File: src/rtl/temp_spi_reader_pkg.sv
// rtl/temp_spi_reader_pkg.sv - shared types and constants for the temperature sensor SPI reader
package temp_spi_pkg;
   localparam int NUM_SENS = 3;
   localparam int TEMP_W   = 16;

   localparam logic [TEMP_W-1:0] FAULT_OPEN  = 16'hFFFF;
   localparam logic [TEMP_W-1:0] FAULT_SHORT = 16'h0000;

   // Transaction engine states
   typedef enum logic [2:0] {
      ST_IDLE,
      ST_CS_SETUP,
      ST_SCK_HI,
      ST_SCK_LO,
      ST_CS_HOLD,
      ST_GAP
   } state_t;

   // Sweep sequencer states
   typedef enum logic [1:0] {
      SW_IDLE,
      SW_XFER,
      SW_GAP
   } sweep_t;

   function automatic logic is_fault_code(input logic [TEMP_W-1:0] v);
      return (v == FAULT_OPEN) || (v == FAULT_SHORT);
   endfunction
endpackage

File: src/rtl/temp_spi_reader_if.sv
// rtl/temp_spi_reader_if.sv - shared SCK / data line and the three chip selects
interface temp_spi_reader_if;
   logic temp_sck;
   logic temp1_csn;
   logic temp2_csn;
   logic temp3_csn;
   logic temp_so;

   modport master (
      output temp_sck, temp1_csn, temp2_csn, temp3_csn,
      input  temp_so
   );

   modport slave (
      input  temp_sck, temp1_csn, temp2_csn, temp3_csn,
      output temp_so
   );
endinterface

File: src/rtl/temp_spi_reader_xfer.sv
// rtl/temp_spi_reader_xfer.sv - single 16-bit read: CS setup, 16 SCK periods, CS hold
module temp_spi_xfer
   import temp_spi_pkg::*;
#(
   parameter int CLK_DIV = 4
) (
   input  logic              clk,
   input  logic              rst_n,
   input  logic              start,
   input  logic              so,
   output logic              sck,
   output logic              done,
   output logic [TEMP_W-1:0] data,
   output logic [4:0]        count
);
   localparam int DW = (CLK_DIV > 1) ? $clog2(CLK_DIV) : 1;
   localparam logic [4:0] NBITS = 5'(TEMP_W);

   state_t            state, state_nxt;
   logic [DW-1:0]     div_cnt;
   logic              div_last;
   logic [TEMP_W-1:0] shift;
   logic [4:0]        bit_cnt;

   assign div_last = (div_cnt == DW'(CLK_DIV - 1));
   assign sck      = (state == ST_SCK_HI);
   assign data     = shift;
   assign count    = bit_cnt;

   always_comb begin
      state_nxt = state;
      done      = 1'b0;
      case (state)
         ST_IDLE:     if (start) state_nxt = ST_CS_SETUP;
         ST_CS_SETUP: if (div_last) state_nxt = ST_SCK_HI;
         ST_SCK_HI:   if (div_last) state_nxt = ST_SCK_LO;
         ST_SCK_LO:   if (div_last) state_nxt = (bit_cnt < NBITS) ? ST_SCK_HI : ST_CS_HOLD;
         ST_CS_HOLD: begin
            if (div_last) begin
               state_nxt = ST_IDLE;
               done      = 1'b1;
            end
         end
         default:     state_nxt = ST_IDLE;
      endcase
   end

   always_ff @(posedge clk) begin
      if (!rst_n) begin
         state   <= ST_IDLE;
         div_cnt <= '0;
         shift   <= '0;
         bit_cnt <= '0;
      end else begin
         state <= state_nxt;
         // Divider restarts on every phase change so each phase lasts CLK_DIV cycles
         if (state != state_nxt || state == ST_IDLE)
            div_cnt <= '0;
         else
            div_cnt <= div_cnt + DW'(1);

         if (state == ST_SCK_HI && div_cnt == '0) begin
            shift   <= {shift[TEMP_W-2:0], so};
            bit_cnt <= bit_cnt + 5'd1;
         end else if (done) begin
            bit_cnt <= '0;
         end
      end
   end
endmodule

File: src/rtl/temp_spi_reader.sv
// rtl/temp_spi_reader.sv - round-robin reader for three SPI temperature sensors
// Optional TEMP_SPI_FAULT_EN rejects 16'hFFFF / 16'h0000 readings and flags them in temp_fault.
module temp_spi_reader
   import temp_spi_pkg::*;
#(
   parameter int CLK_DIV      = 4,
   parameter int SWEEP_CYCLES = 1600000,
   parameter int CS_GAP       = 8
) (
   input  logic                fab_clk_16MHz,
   input  logic                rst_n,
   input  logic                en,
   temp_spi_reader_if.master   spi,
   output logic [TEMP_W-1:0]   temp1,
   output logic [TEMP_W-1:0]   temp2,
   output logic [TEMP_W-1:0]   temp3,
   output logic                temp_valid,
   output logic [4:0]          temp_count_data,
   output logic                busy,
   output logic [NUM_SENS-1:0] temp_fault
);
   localparam int TW = (SWEEP_CYCLES > 1) ? $clog2(SWEEP_CYCLES) : 1;
   localparam int GW = (CS_GAP > 1) ? $clog2(CS_GAP) : 1;

   sweep_t            sw, sw_nxt;
   logic [TW-1:0]     timer;
   logic              tick;
   logic              pending;
   logic              pend_clr;
   logic [GW-1:0]     gap_cnt;
   logic              gap_last;
   logic [1:0]        idx, idx_nxt;
   logic [2:0]        csn_q;
   logic              valid_nxt;
   logic              xfer_start;
   logic              xfer_done;
   logic [TEMP_W-1:0] xfer_data;
   logic [TEMP_W-1:0] result [NUM_SENS];

   temp_spi_xfer #(.CLK_DIV(CLK_DIV)) u_xfer (
      .clk   (fab_clk_16MHz),
      .rst_n (rst_n),
      .start (xfer_start),
      .so    (spi.temp_so),
      .sck   (spi.temp_sck),
      .done  (xfer_done),
      .data  (xfer_data),
      .count (temp_count_data)
   );

   assign tick     = (timer == '0);
   assign gap_last = (gap_cnt == GW'(CS_GAP - 1));
   assign busy     = (sw != SW_IDLE);

   assign spi.temp1_csn = csn_q[0];
   assign spi.temp2_csn = csn_q[1];
   assign spi.temp3_csn = csn_q[2];

   assign temp1 = result[0];
   assign temp2 = result[1];
   assign temp3 = result[2];

   always_comb begin
      sw_nxt     = sw;
      idx_nxt    = idx;
      xfer_start = 1'b0;
      pend_clr   = 1'b0;
      valid_nxt  = 1'b0;
      case (sw)
         SW_IDLE: begin
            // A pending tick is consumed whether or not en allows the sweep
            if (pending) begin
               pend_clr = 1'b1;
               if (en) begin
                  sw_nxt     = SW_XFER;
                  idx_nxt    = 2'd0;
                  xfer_start = 1'b1;
               end
            end
         end
         SW_XFER: if (xfer_done) sw_nxt = SW_GAP;
         SW_GAP: begin
            if (gap_last) begin
               if (idx < 2'(NUM_SENS - 1)) begin
                  sw_nxt     = SW_XFER;
                  idx_nxt    = idx + 2'd1;
                  xfer_start = 1'b1;
               end else begin
                  sw_nxt    = SW_IDLE;
                  valid_nxt = 1'b1;
               end
            end
         end
         default: sw_nxt = SW_IDLE;
      endcase
   end

   always_ff @(posedge fab_clk_16MHz) begin
      if (!rst_n) begin
         sw         <= SW_IDLE;
         timer      <= '0;
         pending    <= 1'b0;
         gap_cnt    <= '0;
         idx        <= '0;
         csn_q      <= 3'b111;
         temp_valid <= 1'b0;
         for (int i = 0; i < NUM_SENS; i++) result[i] <= '0;
      end else begin
         sw         <= sw_nxt;
         idx        <= idx_nxt;
         temp_valid <= valid_nxt;
         timer      <= tick ? TW'(SWEEP_CYCLES - 1) : timer - TW'(1);

         if (tick)
            pending <= 1'b1;
         else if (pend_clr)
            pending <= 1'b0;

         gap_cnt <= (sw == SW_GAP) ? gap_cnt + GW'(1) : '0;

         if (xfer_start)
            csn_q <= ~(3'b001 << idx_nxt);
         else if (xfer_done)
            csn_q <= 3'b111;

         if (xfer_done) begin
`ifdef TEMP_SPI_FAULT_EN
            if (!is_fault_code(xfer_data))
               result[idx] <= xfer_data;
`else
            result[idx] <= xfer_data;
`endif
         end
      end
   end

`ifdef TEMP_SPI_FAULT_EN
   logic [NUM_SENS-1:0] fault_q;

   always_ff @(posedge fab_clk_16MHz) begin
      if (!rst_n)
         fault_q <= '0;
      else if (xfer_done)
         fault_q[idx] <= is_fault_code(xfer_data);
   end

   assign temp_fault = fault_q;
`else
   assign temp_fault = '0;
`endif
endmodule
File: src/flat_wrapper.sv
// flat-port wrapper written by rule: the top's interface ports become plain ports
module temp_spi_reader_flat import temp_spi_pkg::*;
#(
   parameter int CLK_DIV      = 4,
   parameter int SWEEP_CYCLES = 1600000,
   parameter int CS_GAP       = 8
)
  (fab_clk_16MHz, rst_n, en, temp1, temp2, temp3, temp_valid, temp_count_data, busy, temp_fault, spi_temp_sck, spi_temp1_csn, spi_temp2_csn, spi_temp3_csn, spi_temp_so);
  temp_spi_reader_if spi_i ();
  input  logic fab_clk_16MHz;
  input  logic rst_n;
  input  logic en;
  output logic [TEMP_W-1:0] temp1;
  output logic [TEMP_W-1:0] temp2;
  output logic [TEMP_W-1:0] temp3;
  output logic temp_valid;
  output logic [4:0] temp_count_data;
  output logic busy;
  output logic [NUM_SENS-1:0] temp_fault;
  output wire logic [$bits(spi_i.temp_sck)-1:0] spi_temp_sck;
  output wire logic [$bits(spi_i.temp1_csn)-1:0] spi_temp1_csn;
  output wire logic [$bits(spi_i.temp2_csn)-1:0] spi_temp2_csn;
  output wire logic [$bits(spi_i.temp3_csn)-1:0] spi_temp3_csn;
  input wire logic [$bits(spi_i.temp_so)-1:0] spi_temp_so;
  assign spi_temp_sck = spi_i.temp_sck;
  assign spi_temp1_csn = spi_i.temp1_csn;
  assign spi_temp2_csn = spi_i.temp2_csn;
  assign spi_temp3_csn = spi_i.temp3_csn;
  assign spi_i.temp_so = spi_temp_so;
  temp_spi_reader #(.CLK_DIV(CLK_DIV), .SWEEP_CYCLES(SWEEP_CYCLES), .CS_GAP(CS_GAP)) u_core (.fab_clk_16MHz(fab_clk_16MHz), .rst_n(rst_n), .en(en), .spi(spi_i), .temp1(temp1), .temp2(temp2), .temp3(temp3), .temp_valid(temp_valid), .temp_count_data(temp_count_data), .busy(busy), .temp_fault(temp_fault));
endmodule
File: config.mk
export PLATFORM = sky130hd
export DESIGN_NAME = temp_spi_reader_flat
export DESIGN_NICKNAME = d
export VERILOG_FILES = /design/src/rtl/temp_spi_reader_pkg.sv /design/src/rtl/temp_spi_reader_if.sv /design/src/rtl/temp_spi_reader_xfer.sv /design/src/rtl/temp_spi_reader.sv /design/src/flat_wrapper.sv
export SDC_FILE = /design/constraint.sdc
export NUM_CORES = 1
export LEC_CHECK = 0
export CORE_MARGIN = 1.5
export CORE_UTILIZATION = 58
export CTS_CLUSTER_SIZE = 24
export DETAILED_ROUTE_END_ITERATION = 6
export PLACE_DENSITY = 0.83
export SLEW_MARGIN = 30
export SYNTH_ARGS = -nofsm -noshare
export SYNTH_HDL_FRONTEND = slang
export SYNTH_SLANG_ARGS = --single-unit
File: constraint.sdc
create_clock -name fab_clk_16MHz -period 5.67 [get_ports fab_clk_16MHz]
set_input_delay 1.134 -clock fab_clk_16MHz [delete_from_list [all_inputs] [get_ports fab_clk_16MHz]]
set_output_delay 1.134 -clock fab_clk_16MHz [all_outputs]
set_load 0.02 [all_outputs]
==> results of run 1 <==
-- cell families (layout without fill, tap and decap cells) --
family | count (synthesis) | after routing | synth area share (%)
and+or+nand+nor | 185 | 185 | 23.2
DFF | 107 | 107 | 59.6
AOI/OAI and AO/OA | 64 | 64 | 9.24
buffers and inverters | 37 | 91 | 3.50
adders and majority gates | 9 | 9 | 2.56
xor gates and xnor gates | 9 | 9 | 1.79
other | 1 | 3 | 0.0852
-- path summary, 6_finish.rpt --
check	startpoint	endpoint	slack, ns	cells after the start
max	rst_n	u_core.result[2][6]	2.50	3
min	u_core.gap_cnt[0]	u_core.gap_cnt[0]	0.43	1
min reg2reg	u_core.gap_cnt[0]	u_core.gap_cnt[0]	0.43	1
max reg2reg	u_core.u_xfer.div_cnt[0]	u_core.result[2][6]	2.92	5
-- synthesized netlist by cell type (8+ instances only) --
library cell  number  area, um2
dfxtp_1           59       1180
and2_1            51        319
edfxtp_1          48       1440
nand2_1           42        158
a21oi_1           31        155
nor2_1            26       97.6
clkbuf_1          22       82.6
ha_1               9        113
nor3_1             9       45.0
inv_1              8       30.0
nor4_1             8       50.1
-- worst register-to-register path: cells and delay by family, from the launching register on --
| family | cells | cell delay, ns |
|---|---|---|
| buffers and inverters | 1 | 0.23 |
| flip-flops | 1 | 0.37 |
| AND/OR/NAND/NOR | 3 | 1.50 |
| adder cells (fa/ha/maj) | 1 | 0.30 |
-- per-layer routing --
| layer | vias up | track usage, % | part of all wire (%) |
|---|---|---|---|
| met4 | 0 | 9.13 | 1.8 |
| li1 | 1541 | - | - |
| met1 | 1451 | 26.7 | 43 |
| met5 | - | 0 | 0 |
| met3 | 14 | 3.55 | 4.6 |
| met2 | 97 | 36.5 | 51 |
-- report_power, final --
group          internal [W]  total [W]  switching, W
sequential         0.000881   0.000950     0.0000695
clock              0.000216   0.000493      0.000277
combinational      0.000213   0.000489      0.000276
total               0.00131    0.00193      0.000622
-- flip-flops by register name, indices dropped and copies added, names as in the netlist --
name	flops
u_core.sw	2
u_core.csn_q	3
u_core.idx	2
u_core.result	48
u_core.u_xfer.data	16
u_core.gap_cnt	3
u_core.u_xfer.div_cnt	2
u_core.temp_valid	1
u_core.u_xfer.count	5
u_core.timer	21
u_core.u_xfer.state	3
u_core.pending	1
-- stage by stage --
step	power, W	util, %	area [um2]
detailed placement	0.00144	69.5	5070
global placement	0.00143	69.5	5070
CTS	0.00193	72.4	5280
floorplan	0.00135	-	4410
finish	0.00193	72.5	5290
global route	0.00203	72.5	5290
-- area by class of cell --
type	count	area, um2
Clock inverter	6	81.3
Fill cell	545	2010
Multi-Input combinational cell	270	1650
Sequential cell	107	2620
Tap cell	99	124
Clock buffer	10	128
Inverter	9	33.8
Timing Repair Buffer	66	651
==> results.txt, run 1 <==
CP max FO: 17
Setup Skew: 0.0139 ns
Non-filler instance count after layout: 567
Fraction of registers with async set/reset: 0%
Power Density: 365 nW/um2
Clock slew at reported path FFs: 0.10 ns
EDFF count, synth: 48
Vias in the first global route: 2,891
Setup ws final: 2.50 ns
Die area: 8120 um2
Hold Vio Cnt, Final: 0
FF+latch count, synth: 107
Largest delay contributor family on the critical path: simple AND/OR/NAND/NOR gates
CTS Hold Buffers Added: 0
Drt pass-1 iters: 4
Synth unique cells: 50
Largest net degree at the start of global routing: 23
Placed Cells: 550
Crit. End Element: register
Layout area overhead: 20.1%
Setup bufs post-CTS: 0
Worst Tran Pin Value: 0.775 ns
ANT cells: 0
Yosys warning count: 0
Status: completed
Critical path required time: 5.68 ns
Via Count: 3,103
Crit path time final: 3.17 ns
CTS Sinks: 107
Max cap viols: 0
Place WS: 2.11 ns
Post-DRT Antenna Nets: 0
Routed wire length: 8230 um
Most frequent cells in the layout: 62 x clkdlybuf4s50_1, 59 x dfxtp_1, 51 x and2_1
Clk Latency, worst-skew pair: 0.38 ns
Sequential element share of the synthesized area: 59.6%
CTS H-Tree Depth: 3
CP bufs+invs: 1
Hold crit path type: reg2reg
RSZ-0062 raised after global routing: no
CP max stage cell: clkdlybuf4s50_1
DP HPWL: 5850 um
Fmax: 0.315 GHz
Post-synth top flop: dfxtp_1
Boundary Pins: 66
CTS Root Cell: clkbuf_8
Worst rel slew slack: 48.0%
Worst EP arrival: 3.18 ns
Clk buf depth: 2
Slew Limit Fails: 0
Setup TNS: 0 ns
Gpl congestion: 0.847
Count of buffers from port buffering: 62
Overflow after GRT: 0
First-pass GRT wire length: 13,800 um
Via density: 5.47
CP Cell Sequence: clkdlybuf4s50_1 -> and3_1 -> nand2b_1
CTS tree: done
Worst setup SP type: input port
Setup CP Type: in2reg
CTS resizes: 0
Layout cells sized above 1: 6.62%
Gr usage total: 21.3%
Drt initial violations: 232
Syn avg cell area: 10.7 um2
Remaining DRCs: 0
Routed len/inst: 14.5 um
CTS buffer count: 9
Tcrit/Tclk final: 56.0%
Num rows: 31
Initial Util: 60.3%
Max incr delay on CP: 0.85 ns
Leakage: 1.90 nW
VDD IR max: 0.319 mV
Synth Instances: 412
Commonest non-fill, non-tap cell in the layout: clkdlybuf4s50_1
Core area: 7290 um2
Die width: 90.1 um
Fin Hold WS: 0.432 ns
Die Span Y: 90.1 um
Final nets: 476
Antenna violations before repair: 0
Setup violators final: 0
Post-synthesis cell area: 4400 um2
(Power assumes the default switching activity.)
==> run 2, diff against run 1 <==
CORE_UTILIZATION = 54   (was 58)
PLACE_DENSITY = 0.78   (was 0.83)
clock period = 3.1 ns   (was 5.67 ns; I/O delays follow)
==> results.txt, run 2 (synthesized netlist as in run 1, its figures left out) <==
Clk Latency, worst-skew pair: 0.37 ns
Worst rel slew slack: 58.0%
Die area: 8700 um2
Clock power frac: 23.0%
Hold crit path type: reg2reg
CTS resizes: 0
Critical path required time: 2.48 ns
Count of buffers from port buffering: 62
Post-DRT Antenna Nets: 0
R2R Setup Slk: 0.79 ns
Drt pass-1 iters: 4
Drt initial violations: 131
R2R Path Start: u_core.timer[0]
Tcrit/Tclk final: 76.3%
Worst Tran Pin Value: 0.624 ns
Setup Skew: 0.0105 ns
Layout area overhead: 21.0%
Vias in the first global route: 2,816
Die Span Y: 93.3 um
Most frequent cells in the layout: 62 x clkdlybuf4s50_1, 59 x dfxtp_1, 51 x and2_1
First-pass GRT wire length: 13,100 um
Leakage: 1.93 nW
ANT cells: 0
Die width: 93.3 um
CP max FO: 9
Slew Limit Fails: 0
Setup violators final: 0
Pwr Total: 0.00343 W
DP HPWL: 5700 um
Hold path depth: 1
Sequential share of power: 50.7%
RSZ-0062 raised after global routing: no
Clk buf depth: 2
Layout cells sized above 1: 8.40%
Max cap viols: 0
Fin util: 68.2%
R2R depth: 6
Via density: 5.38
FF-to-FF End: u_core.timer[16]
Remaining DRCs: 0
Setup ws final: 0.736 ns
Power Density: 644 nW/um2
Overflow after GRT: 0
Reg with most FFs: u_core.result
CP bufs+invs: 1
Multi-input logic area: 1650 um2
Hold Vio Cnt, Final: 0
Core area: 7810 um2
Crit. End Element: output pin
Gr usage total: 19.4%
Largest register FFs: 48
Largest net degree at the start of global routing: 28
Worst setup SP type: register
CP max stage cell: clkdlybuf4s50_1
Fmax: 0.423 GHz
Crit path time final: 2.36 ns
VDD IR max: 0.528 mV
CTS tree: done
CTS Root Cell: clkbuf_8
CTS H-Tree Depth: 3
Clock slew at reported path FFs: 0.10 ns
Initial Util: 56.4%
Final nets: 484
CP Cell Sequence: nor3b_1 -> clkdlybuf4s50_1
CTS Sinks: 107
CTS Hold Buffers Added: 0
Routed len/inst: 13.9 um
Max incr delay on CP: 0.65 ns
Largest delay contributor family on the critical path: buffers and inverters
CTS buffer count: 9
Status: completed
Commonest non-fill, non-tap cell in the layout: clkdlybuf4s50_1
Setup bufs post-CTS: 0
Combinational share of power: 26.3%
Worst EP arrival: 1.74 ns
Via Count: 3,111
Gpl congestion: 0.835
Place WS: 0.808 ns
Worst Hold Endpoint: u_core.gap_cnt[0]
Setup CP Type: reg2out
Routed wire length: 8030 um
FILL cells: 614
Fin Hold WS: 0.432 ns
Num rows: 32
Worst hold start: u_core.gap_cnt[0]
Sw Ratio: 32.7%
Antenna violations before repair: 0
Pint: 0.00231 W
Setup TNS: 0 ns
Sequential cell area: 2620 um2
Boundary Pins: 66
Net switching power: 0.00112 W
## run 2: cell types whose count changed in the layout (fill, tap and decap cells not counted)
cell / before / now
clkbuf_1: 1 / 0
clkinv_2: 0 / 1
inv_8: 3 / 2
buf_4: 4 / 12
clkinv_4: 1 / 2
clkinvlp_4: 0 / 2
bufinv_16: 1 / 0
inv_6: 1 / 0
## run 2: worst max-delay path by stage
stage / startpoint / to / slack (ns) / cells after the start
after floorplan: u_core.u_xfer.div_cnt[0] / u_core.result[0][0] / 0.80 / 6
after global placement: rst_n / u_core.csn_q[1] / 0.87 / 6
after detailed placement: u_core.timer[0] / u_core.timer[9] / 0.81 / 6
after CTS: u_core.u_xfer.state[1] / spi_temp_sck / 0.73 / 2
after global routing: u_core.timer[0] / u_core.timer[9] / 0.61 / 6
final: u_core.u_xfer.state[1] / spi_temp_sck / 0.74 / 2
## run 2: cell type report
class / instances / share of cell area [%]
flip-flops and latches: 107 / 49.2
multi-input cells: 270 / 30.9
repair buffers: 74 / 13.3
well taps: 102 / 2.40
clock buffers: 9 / 2.33
clock inverters: 7 / 1.13
inverters: 9 / 0.634
## run 2: stage by stage
step / cell area, um2 / std cells
after floorplan: 4410 / 414
final: 5330 / 578
after detailed placement: 5140 / 562
after global placement: 5140 / 562
after CTS: 5330 / 578
after global routing: 5330 / 578
## run 2: routing by layer
metal / wire (um) / part of all wire, % / vias up / GRT usage [%]
met4: 141 / 1.8 / 0 / 8.46
met2: 3840 / 48 / 111 / 32.5
met3: 431 / 5.4 / 12 / 3.17
met5: 0 / 0 / - / 0
li1: - / - / 1546 / -
met1: 3620 / 45 / 1442 / 24.9
## run 2: power by group through the flow
stage          sequential (W)  clock, W  combinational (W)
2_1_floorplan         0.00177         0           0.000690
3_3_place_gp          0.00176         0           0.000860
3_5_place_dp          0.00176         0           0.000883
4_1_cts               0.00174  0.000802           0.000895
5_1_grt               0.00176  0.000864           0.000989
6_report              0.00174  0.000790           0.000902
